**config.mk**
```make
export PLATFORM = sky130hd
export DESIGN_NAME = fwd_scoreboard
export DESIGN_NICKNAME = d
export VERILOG_FILES = /design/src/rtl/fwd_scoreboard.sv
export SDC_FILE = /design/constraint.sdc
export NUM_CORES = 1
export LEC_CHECK = 0
export ABC_AREA = 1
export CORE_ASPECT_RATIO = 1.1
export CORE_MARGIN = 2
export CORE_UTILIZATION = 24
export CTS_BUF_LIST = sky130_fd_sc_hd__clkbuf_8
export DETAILED_ROUTE_END_ITERATION = 12
export RECOVER_POWER = 100
export SYNTH_ARGS = -nofsm -noshare
export SYNTH_HDL_FRONTEND = slang
export SYNTH_SLANG_ARGS = --single-unit
```
**constraint.sdc**
```tcl
create_clock -name clk -period 3.8 [get_ports clk]
set_clock_uncertainty 0.15 [all_clocks]
set_input_delay 0.76 -clock clk [delete_from_list [all_inputs] [get_ports clk]]
set_output_delay 0.76 -clock clk [all_outputs]
set_load 0.01 [all_outputs]
```
**src/rtl/fwd_scoreboard.sv**
```systemverilog
// fwd_scoreboard: forwarding and load-use hazard unit driven by a private
// shift-register scoreboard of in-flight destination registers.
//   clk, rst         : clock, synchronous active-high reset
//   id_*             : instruction currently in ID (sources, destination, load flag)
//   mem_stall        : pipeline frozen this cycle
//   flush            : squash the ID and EX instructions
//   stall_id         : combinational, hold ID and inject a bubble into EX
//   fwd_sel          : registered per-operand select for EX (0 = regfile, k = stage k)
//   fwd_from_mem     : registered, selected stage supplies load data
//   bubble_cnt       : saturating count of load-use bubbles
module fwd_scoreboard #(
    parameter int unsigned REG_AW     = 5,
    parameter int unsigned N_SRC      = 3,
    parameter int unsigned N_FWD      = 2,
    parameter int unsigned LOAD_STAGE = 2,
    parameter int unsigned CNT_W      = 16,
    localparam int unsigned FSEL_W    = $clog2(N_FWD + 1)
) (
    input  logic                      clk,
    input  logic                      rst,
    input  logic                      id_valid,
    input  logic [N_SRC*REG_AW-1:0]   id_src_addr,
    input  logic [N_SRC-1:0]          id_src_used,
    input  logic [REG_AW-1:0]         id_dst_addr,
    input  logic                      id_dst_wr,
    input  logic                      id_is_load,
    input  logic                      mem_stall,
    input  logic                      flush,
    output logic                      stall_id,
    output logic [N_SRC*FSEL_W-1:0]   fwd_sel,
    output logic [N_SRC-1:0]          fwd_from_mem,
    output logic [CNT_W-1:0]          bubble_cnt
);

    // Scoreboard: entry 0 is the EX instruction, entry s is forwarding stage s.
    logic [N_FWD-1:0]  e_valid;
    logic [N_FWD-1:0]  e_load;
    logic [REG_AW-1:0] e_addr [N_FWD];

    logic [REG_AW-1:0] src      [N_SRC];
    logic [FSEL_W-1:0] win_sel  [N_SRC];
    logic [N_SRC-1:0]  win_load;
    logic [N_SRC-1:0]  hazard;
    logic              issue;

    // Unpack source operand addresses.
    always_comb begin
        for (int i = 0; i < int'(N_SRC); i++) begin
            src[i] = id_src_addr[i*REG_AW +: REG_AW];
        end
    end

    // Youngest-match search: scan oldest to youngest so the lowest s is kept.
    // Register 0 is never tracked or matched.
    always_comb begin
        win_sel  = '{default: '0};
        win_load = '0;
        hazard   = '0;
        for (int i = 0; i < int'(N_SRC); i++) begin
            for (int s = int'(N_FWD) - 1; s >= 0; s--) begin
                if (id_src_used[i] && id_valid && (src[i] != '0) &&
                    e_valid[s] && (e_addr[s] == src[i])) begin
                    win_sel[i]  = FSEL_W'(s + 1);
                    win_load[i] = e_load[s];
                    hazard[i]   = e_load[s] && ((s + 1) < int'(LOAD_STAGE));
                end
            end
        end
    end

    assign stall_id = |hazard;
    assign issue    = id_valid & ~stall_id & ~mem_stall & ~flush;

    // Scoreboard advance, select registration and bubble counting.
    always_ff @(posedge clk) begin
        if (rst) begin
            e_valid      <= '0;
            e_load       <= '0;
            for (int s = 0; s < int'(N_FWD); s++) begin
                e_addr[s] <= '0;
            end
            fwd_sel      <= '0;
            fwd_from_mem <= '0;
            bubble_cnt   <= '0;
        end else if (mem_stall) begin
            // Frozen; a flush still kills the EX instruction in place.
            if (flush) begin
                e_valid[0] <= 1'b0;
            end
        end else begin
            // A flushed EX instruction moves on into stage 1 as invalid.
            for (int s = int'(N_FWD) - 1; s > 0; s--) begin
                e_valid[s] <= (s == 1) ? (e_valid[0] & ~flush) : e_valid[s-1];
                e_addr[s]  <= e_addr[s-1];
                e_load[s]  <= e_load[s-1];
            end
            e_valid[0] <= issue & id_dst_wr & (id_dst_addr != '0);
            e_addr[0]  <= id_dst_addr;
            e_load[0]  <= id_is_load;

            for (int i = 0; i < int'(N_SRC); i++) begin
                fwd_sel[i*FSEL_W +: FSEL_W] <= issue ? win_sel[i] : '0;
                fwd_from_mem[i]             <= issue & win_load[i];
            end

            if (stall_id && !flush && (bubble_cnt != '1)) begin
                bubble_cnt <= bubble_cnt + CNT_W'(1);
            end
        end
    end

endmodule

```
==> results of run 1 <==
## critical path: cells and delay by family
family                 cells  cell delay (ns)
buffers and inverters      3             1.17
and+or+nand+nor            5             0.79
## where the power goes
| group | internal, mW | switching, mW | total (mW) | leakage, nW |
|---|---|---|---|---|
| registers | 0.435 | 0.0122 | 0.447 | 0.344 |
| clock network | 0.196 | 0.157 | 0.352 | 0.0581 |
| logic | 0.0527 | 0.0730 | 0.126 | 1.05 |
## metal layers
metal / track usage, % / vias to the layer above
met5: 0 / -
li1: - / 1316
met3: 2.797 / 14
met1: 17.05 / 1153
met4: 4.012 / 0
met2: 23.15 / 65
## sequential cells by signal (all words and copies together) (netlist names)
signal and cells:
fwd_sel 6, e_addr 10, fwd_from_mem 3, e_valid 2
e_load 2, bubble_cnt 16
## final cells by class
| type | instances | area share [%] |
|---|---|---|
| Multi-Input combinational cell | 267 | 39.67 |
| Timing Repair Buffer | 57 | 17.48 |
| Tap cell | 120 | 4.671 |
| Clock inverter | 3 | 1.362 |
| Clock buffer | 5 | 2.141 |
| Sequential cell | 39 | 27.40 |
| Inverter | 62 | 7.279 |
## Yosys cell counts, drive strengths merged, types with 2 or more instances
library cell  number  area (um2)
a211oi             2       15.01
a21oi             15       78.83
clkbuf             5       28.77
dfxtp             29       580.6
edfxtp            10       300.3
inv               62       235.2
nand2             97       376.6
nand3             30       172.7
nand4             13       87.58
nor2              61       236.5
nor3              10       60.06
nor4               2       12.51
o21ai             12       60.06
o22ai              4       25.02
o31ai              5       37.54
xnor2              3       26.28
xor2              10       87.58
## through the flow
step / hold slack (ns) / instances / area (um2) / setup slack [ns] / power (mW)
detailed placement: 0.2985 / 545 / 3136 / 0.2322 / 0.5847
CTS: 0.3139 / 553 / 3248 / 0.2276 / 0.9381
global route: 0.3318 / 553 / 3214 / 0.06507 / 0.9772
global placement: 0.2922 / 545 / 3136 / 0.2599 / 0.5842
finish: 0.3054 / 553 / 3214 / 0.1660 / 0.9255
floorplan: 0.2941 / 373 / 2449 / 1.491 / 0.5222
## kinds of logic after synthesis
family,Yosys count,share of synthesized area [%]
simple gates,214,38.94
buf+inv,67,10.78
compound gates,39,9.147
flops,39,35.97
xor+xnor,13,4.650
fa+ha+maj,1,0.5109
## path summary, 6_finish.rpt
kind | start | to | cells past startpoint
worst max-delay path | id_src_addr[2] | stall_id | 8
worst min-delay path | fwd_sel[3]$_SDFFE_PP0N_ | fwd_sel[3]$_SDFFE_PP0N_ | 2
worst max register to register | bubble_cnt[0]$_SDFFE_PP0P_ | bubble_cnt[9]$_SDFFE_PP0P_ | 12
worst min register to register | fwd_sel[3]$_SDFFE_PP0N_ | fwd_sel[3]$_SDFFE_PP0N_ | 2
==> reports/metrics.cfg, run 1 <==
[detailed_routing]
post_drt_wl_per_cell_um = 12.78
drt_pass1_iterations = 4
vias_per_cell = 4.608
ant_nets = 0
wirelength_met1_um = 3240
totalWireLength_um = 7067
route.vias.total = 2548
wl_met2_um = 3328
routed.top_layer = met4
wl_met3_um = 374
drtIter0Drc = 142
drc_errors = 0

[layout]
fin_nets = 463
diodes = 0
num-fill-cells = 1103
final_util_pct = 32.50
regArea_um2 = 880.8
drive_gt1_share_pct = 5.312
layout_common_cells = nand2_1 (96), nor2_1 (59), inv_1 (55), dfxtp_1 (29)
multi_input_area_um2 = 1275
synthToLayoutAreaGrowth_pct = 31.27
mostFrequentLayoutCell = nand2_1

[timing]
drv_slew = 0
finalHoldViolCount = 0
slew_headroom_pct = 52.34
fin_crit_sh_pct = 95.63
worst_slew_pin_slew_ns = 0.7122
setup_viol = 0
grt_setup_unrepaired = false
setup_tns_ns = 0
min_period_ns = 3.634
clock.fmax_mhz = 275.2

[grt]
overflow = 0
grt_max_degree = 14
grt_usage_pct = 13.50
grt_pass1_vias = 2524
grt_first_pass_wirelength_um = 11780
antenna_found_initial = 0

[flow_run]
max_cap_viol_count = 0

[synthesis]
synthesis.nets = 404
postSynthAreaPerCell_um2 = 6.565
ys_seq_area_share_pct = 35.97
async_flop_share_pct = 0
syn-cell-area_um2 = 2449
synth_warnings = 0
synth-edff-count = 10
syn_inst = 373
synthFlopType = dfxtp_1
synth.distinct_cells = 32
synth_seq_cells = 39

[critical_path]
crit_chain = clkdlybuf4s50_1, inv_1, nand2_1, nand2_1, nor3_1, nand3_2, nand3_4, clkdlybuf4s50_1
worst-path-max-fanout = 8
crit_path_start_kind = input port
crit_arrival_ns = 2.72
cpPeakStageDelay_ns = 0.56
reg2reg_setup_slack_ns = 1.26
crit_slowest_cell = clkdlybuf4s50_1
critPathCaptureType = output pin
path_class = in -> out
required_ns = 2.89

[place]
port-buffer-count = 55
routabilityCongestion = 0.8381
dp.final_hpwl_um = 5692

[die]
rows = 38
die_area_um2 = 11030
die_x_um = 100.3
die_y_um = 109.9
initial_core_util_pct = 24.76
core_region_area_um2 = 9889
io_pins = 56

[cts]
hold_buffers = 0
postCtsSetupRepairBufs = 0
cts_tree = yes
numCtsBuffers = 5
htree_levels = 2
post_cts_resized = 0
root_buffer = clkbuf_8
cts_sinks = 39
clk_pin_slew_ns = 0.07
insertion_delay_ns = 0.30
clk_path_buf_depth = 2

[status]
status = complete, no violations

[hold_path]
hold_path.class = reg -> reg

[pwr]
p_leak_nw = 1.450
powerDensity_nw_per_um2 = 287.9
peakVddDrop_mv = 0.1554

Note: power is estimated with default switching activity, not from simulation.
==> run 2, diff against run 1 <==
==> constraint.sdc (replaced) <==
create_clock -name clk -period 3.5 [get_ports clk]
set_clock_uncertainty 0.15 [all_clocks]
set_input_delay 0.7 -clock clk [delete_from_list [all_inputs] [get_ports clk]]
set_output_delay 0.7 -clock clk [all_outputs]
set_load 0.01 [all_outputs]
==> reports/metrics.cfg, run 2 (synthesized netlist as in run 1, its figures left out) <==
[timing]
setup_viol = 0  ; unchanged
worst_slew_pin_slew_ns = 0.6949  ; -0.01731 ns
setup_ws_ns = 0.3740  ; +0.2080 ns
drv_slew = 0  ; unchanged
fin_crit_sh_pct = 89.31
finalHoldViolCount = 0  ; unchanged
slew_headroom_pct = 53.50  ; +1.2 points
grt_setup_unrepaired = false
min_period_ns = 3.126
setup_tns_ns = 0  ; unchanged
clock.fmax_mhz = 319.9

[die]
die_y_um = 109.9  ; unchanged
die_area_um2 = 11030  ; unchanged
initial_core_util_pct = 24.76  ; unchanged
io_pins = 56  ; unchanged
core_region_area_um2 = 9889  ; unchanged
die_x_um = 100.3  ; unchanged
rows = 38  ; unchanged

[pwr]
power.share.clock_pct = 37.9  ; -0.2 points
peakVddDrop_mv = 0.1824  ; +17%
combPwrFrac_pct = 13.8  ; +0.2 points
p_switching_mw = 0.2643  ; +9.2%
p_total_mw = 1.008  ; +8.9%
powerDensity_nw_per_um2 = 313.1  ; +8.7%
switching_share_pct = 26.23  ; +0.077 points
p_seq_share_pct = 48.3  ; about the same
p_leak_nw = 1.461  ; +0.73%
p_int_mw = 0.7434  ; +8.8%

[hold_path]
hp-start = fwd_sel[1]$_SDFFE_PP0N_
hold_path.class = reg -> reg
whs_path_depth = 2  ; unchanged
hold_path_end = fwd_sel[1]$_SDFFE_PP0N_

[cts]
insertion_delay_ns = 0.29  ; about the same
clk_pin_slew_ns = 0.08  ; about the same
hold_buffers = 0  ; unchanged
cts_tree = yes
htree_levels = 2  ; unchanged
root_buffer = clkbuf_8
cts_sinks = 39  ; unchanged
clk_path_buf_depth = 2  ; unchanged
numCtsBuffers = 5  ; unchanged

[place]
dp_slack_ns = 0.1407  ; -0.09149 ns
port-buffer-count = 55  ; unchanged
dp.final_hpwl_um = 5758  ; +1.2%
dp.cells = 546  ; +0.18%
routabilityCongestion = 0.8662  ; +3.4%

[layout]
mostFrequentLayoutCell = nand2_1
regMostFlops = bubble_cnt
synthToLayoutAreaGrowth_pct = 31.43
layout_common_cells = nand2_1 (95), nor2_1 (58), inv_1 (55), nand3_1 (29), dfxtp_1 (29)
drive_gt1_share_pct = 5.530  ; +0.22 points
fin_cells = 554  ; +0.18%
reg_top3 = bubble_cnt x16, e_addr x10, fwd_sel x6
largest_register_ffs = 16  ; unchanged
fin_nets = 464  ; +0.22%
num-fill-cells = 1104  ; +0.091%
diodes = 0  ; unchanged

[detailed_routing]
drtIter0Drc = 161  ; +13%
route.vias.total = 2572  ; +0.94%
totalWireLength_um = 7251  ; +2.6%
ant_nets = 0  ; unchanged
drt_pass1_iterations = 7  ; +3
drc_errors = 0  ; unchanged
post_drt_wl_per_cell_um = 13.09  ; +2.4%
vias_per_cell = 4.643  ; +0.76%

[grt]
grt_max_degree = 14  ; unchanged
antenna_found_initial = 0  ; unchanged
grt_pass1_vias = 2558  ; +1.3%
grt_first_pass_wirelength_um = 11970  ; +1.6%
grt_usage_pct = 13.67  ; +0.18 points
overflow = 0  ; unchanged

[critical_path]
crit_arrival_ns = 2.28  ; -0.44 ns
path_class = in -> out
worst-path-max-fanout = 5  ; -3
crit_path_start_kind = input port
r2r_start = e_addr[0][3]$_SDFFCE_PN0P_
reg2reg_to = bubble_cnt[9]$_SDFFE_PP0P_
reg2reg_setup_slack_ns = 0.96  ; -0.30 ns
rr_worst_depth = 15  ; +3
critPathCaptureType = output pin
required_ns = 2.65  ; -0.24 ns

[flow_run]
max_cap_viol_count = 0  ; unchanged

[status]
status = complete, no violations

run 2: cell types whose count changed in the layout (fill, tap and decap cells not counted), sizes merged:
cell,previous run,this run
clkbuf,6,7
clkdlybuf4s50,28,27
clkinv,2,3
dlymetal6s2s,0,1
inv,61,60
run 2: what timing repair did:
action / CTS / global route
setup buffers: 0 / 0
endpoints found under the hold margin: 0 / 0
endpoints found under the setup margin: 0 / 1
gates resized for setup: 0 / 1
run 2: power groups by stage:
stage / Clock, mW / Combinational (mW) / Sequential [mW]
2_1_floorplan: 0 / 0.0756 / 0.491
3_3_place_gp: 0 / 0.139 / 0.496
3_5_place_dp: 0 / 0.140 / 0.497
4_1_cts: 0.392 / 0.141 / 0.486
5_1_grt: 0.415 / 0.157 / 0.488
6_report: 0.382 / 0.139 / 0.486
run 2: how the worst max path moves through the flow:
stage,start,end,slack [ns],cells after the start
final,id_src_addr[12],stall_id,0.37,10
after global routing,id_src_addr[12],bubble_cnt[9]$_SDFFE_PP0P_,0.20,16
after CTS,id_src_addr[6],stall_id,0.13,8
after detailed placement,id_src_addr[6],stall_id,0.14,8
after global placement,id_src_addr[6],stall_id,0.14,8
after floorplan,id_src_addr[8],stall_id,1.31,6
run 2: cell type report:
class / instances / area (um2) / area share, %
tap: 120 / 150.1 / 4.666
clock inverter: 3 / 43.79 / 1.361
timing repair buffer: 58 / 568.0 / 17.65
sequential: 39 / 880.8 / 27.37
clock buffer: 5 / 68.82 / 2.138
multi-input combinational: 267 / 1272 / 39.54
inverter: 62 / 234.0 / 7.271
run 2: metrics by stage:
step | util, % | cell area (um2) | hold slack [ns]
after floorplan | - | 2449 | 0.2941
after global placement | 31.78 | 3143 | 0.2922
after detailed placement | 31.78 | 3143 | 0.2988
after CTS | 32.92 | 3256 | 0.3113
after global routing | 32.54 | 3218 | 0.3473
final | 32.54 | 3218 | 0.3058
run 2: critical path: stages:
cell	delay, ns
dlygate4sd3_1	0.63
clkinv_1	0.09
nand2_1	0.07
nand2_1	0.08
nor2_1	0.09
nand2_1	0.07
nor2_2	0.08
nand3_1	0.10
nand3_1	0.17
dlymetal6s2s_1	0.19
run 2: routing by layer:
layer / vias up / global-route usage (%) / share of wire, %
li1: 1318 / - / -
met1: 1167 / 17.26 / 46
met2: 74 / 23.39 / 46
met3: 13 / 2.543 / 5.9
met4: 0 / 4.697 / 2.1
met5: - / 0 / 0
==> run 3, diff against run 2 <==
--- a/config.mk
+++ b/config.mk
@@ -6,12 +6,15 @@
 export NUM_CORES = 1
 export LEC_CHECK = 0
 export ABC_AREA = 1
+export CELL_PAD_IN_SITES_DETAIL_PLACEMENT = 1
+export CELL_PAD_IN_SITES_GLOBAL_PLACEMENT = 2
 export CORE_ASPECT_RATIO = 1.1
 export CORE_MARGIN = 2
 export CORE_UTILIZATION = 24
 export CTS_BUF_LIST = sky130_fd_sc_hd__clkbuf_8
 export DETAILED_ROUTE_END_ITERATION = 12
-export RECOVER_POWER = 100
+export PLACE_DENSITY_LB_ADDON = 0.1
+export RECOVER_POWER = 25
 export SYNTH_ARGS = -nofsm -noshare
 export SYNTH_HDL_FRONTEND = slang
 export SYNTH_SLANG_ARGS = --single-unit
==> reports/metrics.cfg, run 3 (synthesized netlist as in run 1, its figures left out) <==
[status]
status = complete, no violations

[place]
port-buffer-count = 55  ; unchanged
routabilityCongestion = 0.7893  ; -8.9%
dp.final_hpwl_um = 6737  ; +17%

[timing]
fin_crit_sh_pct = 85.75  ; -3.6 points
slew_headroom_pct = 51.47  ; -2.0 points
clock.fmax_mhz = 333.2  ; +4.2%
setup_viol = 0  ; unchanged
grt_setup_unrepaired = false
setup_tns_ns = 0  ; unchanged
min_period_ns = 3.001  ; -0.1246 ns
drv_slew = 0  ; unchanged
finalHoldViolCount = 0  ; unchanged
worst_slew_pin_slew_ns = 0.7252  ; +0.03029 ns
finalHoldWorstSlack_ns = 0.3019  ; -0.003906 ns

[grt]
antenna_found_initial = 0  ; unchanged
grt_max_degree = 14  ; unchanged
grt_first_pass_wirelength_um = 13450  ; +12%
overflow = 0  ; unchanged
grt_pass1_vias = 2598  ; +1.6%
grt_usage_pct = 15.89  ; +2.2 points

[layout]
reg_top3 = bubble_cnt x16, e_addr x10, fwd_sel x6
largest_register_ffs = 16  ; unchanged
diodes = 0  ; unchanged
regMostFlops = bubble_cnt
mostFrequentLayoutCell = nand2_1
layout_common_cells = nand2_1 (94), nor2_1 (57), inv_1 (54), clkdlybuf4s50_1 (36), dfxtp_1 (29)
synthToLayoutAreaGrowth_pct = 33.47
drive_gt1_share_pct = 7.816  ; +2.3 points
fin_nets = 465  ; +0.22%

[cts]
htree_levels = 2  ; unchanged
root_buffer = clkbuf_8
hold_buffers = 0  ; unchanged
postCtsSetupRepairBufs = 0  ; unchanged
cts_sinks = 39  ; unchanged
clk_path_buf_depth = 2  ; unchanged
cts_tree = yes
clk_pin_slew_ns = 0.09  ; about the same
insertion_delay_ns = 0.29  ; about the same
numCtsBuffers = 5  ; unchanged
post_cts_resized = 0  ; unchanged

[detailed_routing]
route.vias.total = 2550  ; -0.86%
wl_met3_um = 183  ; -57%
vias_per_cell = 4.595  ; -1.0%
ant_nets = 0  ; unchanged
drc_errors = 0  ; unchanged
wirelength_met1_um = 4258  ; +29%
wl_met2_um = 3874  ; +15%
totalWireLength_um = 8386  ; +16%
drtIter0Drc = 67  ; -58%
post_drt_wl_per_cell_um = 15.11  ; +15%
routed.top_layer = met4
drt_pass1_iterations = 4  ; -3

[critical_path]
critPathBufInv = 3  ; unchanged
required_ns = 2.65  ; about the same
crit_slowest_cell = clkdlybuf4s50_1
r2r_start = bubble_cnt[0]$_SDFFE_PP0P_
path_class = in -> out
cp_common_cell = nand2_1
crit_family = buffers and inverters
critPathCaptureType = output pin
crit_chain = clkdlybuf4s50_1, inv_1, nand2_1, nand2_1, nor2_1, nand2_1, nor2_2, nand3_2, nand3_4, dlymetal6s2s_1
worst-path-max-fanout = 4  ; -1
cpPeakStageDelay_ns = 0.53  ; -0.10 ns
crit_start = id_src_addr[13]
crit_arrival_ns = 2.15  ; -0.13 ns
crit_path_start_kind = input port

[pwr]
peakVddDrop_mv = 0.1536  ; -16%
p_leak_nw = 1.484  ; +1.5%
powerDensity_nw_per_um2 = 314.5  ; +0.43%

[die]
rows = 38  ; unchanged
die_x_um = 100.3  ; unchanged
die_area_um2 = 11030  ; unchanged
core_region_area_um2 = 9889  ; unchanged
initial_core_util_pct = 24.76  ; unchanged
io_pins = 56  ; unchanged
die_y_um = 109.9  ; unchanged

[hold_path]
hp-start = fwd_sel[3]$_SDFFE_PP0N_
hold_path.class = reg -> reg

[flow_run]
max_cap_viol_count = 0  ; unchanged

[run 3: changes by cell type in the layout (fill, tap and decap cells not counted), sizes merged]
| cell | change |
|---|---|
| clkdlybuf4s50 | +9 |
| dlygate4sd3 | -9 |
| clkinv | -1 |
| buf | +3 |
| inv | +2 |
| clkinvlp | -1 |
| clkbuf | -2 |
[run 3: path summary, 6_finish.rpt]
kind,end,slack [ns],cells past startpoint
max,stall_id,0.50,10
min,fwd_sel[3]$_SDFFE_PP0N_,0.30,2
max reg2reg,bubble_cnt[9]$_SDFFE_PP0P_,1.33,12
min reg2reg,fwd_sel[3]$_SDFFE_PP0N_,0.30,2
[run 3: tightest hold or removal path, delay by kind of cell (launching register included)]
kind / cells / cell delay, ns
flip-flops: 1 / 0.32
AND/OR/NAND/NOR: 2 / 0.10
[run 3: metrics by stage]
stage               power [mW]  cell area (um2)  setup slack [ns]  utilization [%]  cells
CTS                      1.047             3263           0.09923            33.00    555
finish                   1.028             3268            0.4986            33.05    555
detailed placement      0.6440             3151            0.1142            31.86    547
global placement        0.6446             3151            0.1167            31.86    547
global route             1.079             3268            0.3489            33.05    555
floorplan               0.5670             2449             1.311                -    373
[run 3: area by class of cell]
cell class / instances / area [um2]
inverters: 62 / 235.2
clock inverters: 3 / 43.79
flip-flops and latches: 39 / 880.8
well taps: 120 / 150.1
fillers: 1260 / 6621
clock buffers: 5 / 68.82
multi-input cells: 267 / 1306
repair buffers: 59 / 583.1
[run 3: layer usage]
metal,track usage [%],up-vias
met5,0,-
met3,2.289,4
li1,-,1316
met1,21.78,1192
met4,3.327,0
met2,26.61,38
[run 3: where the power goes]
group          internal [mW]  leakage (nW)  total (mW)  switching [mW]
clock network          0.213        0.0581       0.395           0.182
registers              0.472         0.344       0.488          0.0151
logic                 0.0604          1.08       0.145          0.0847
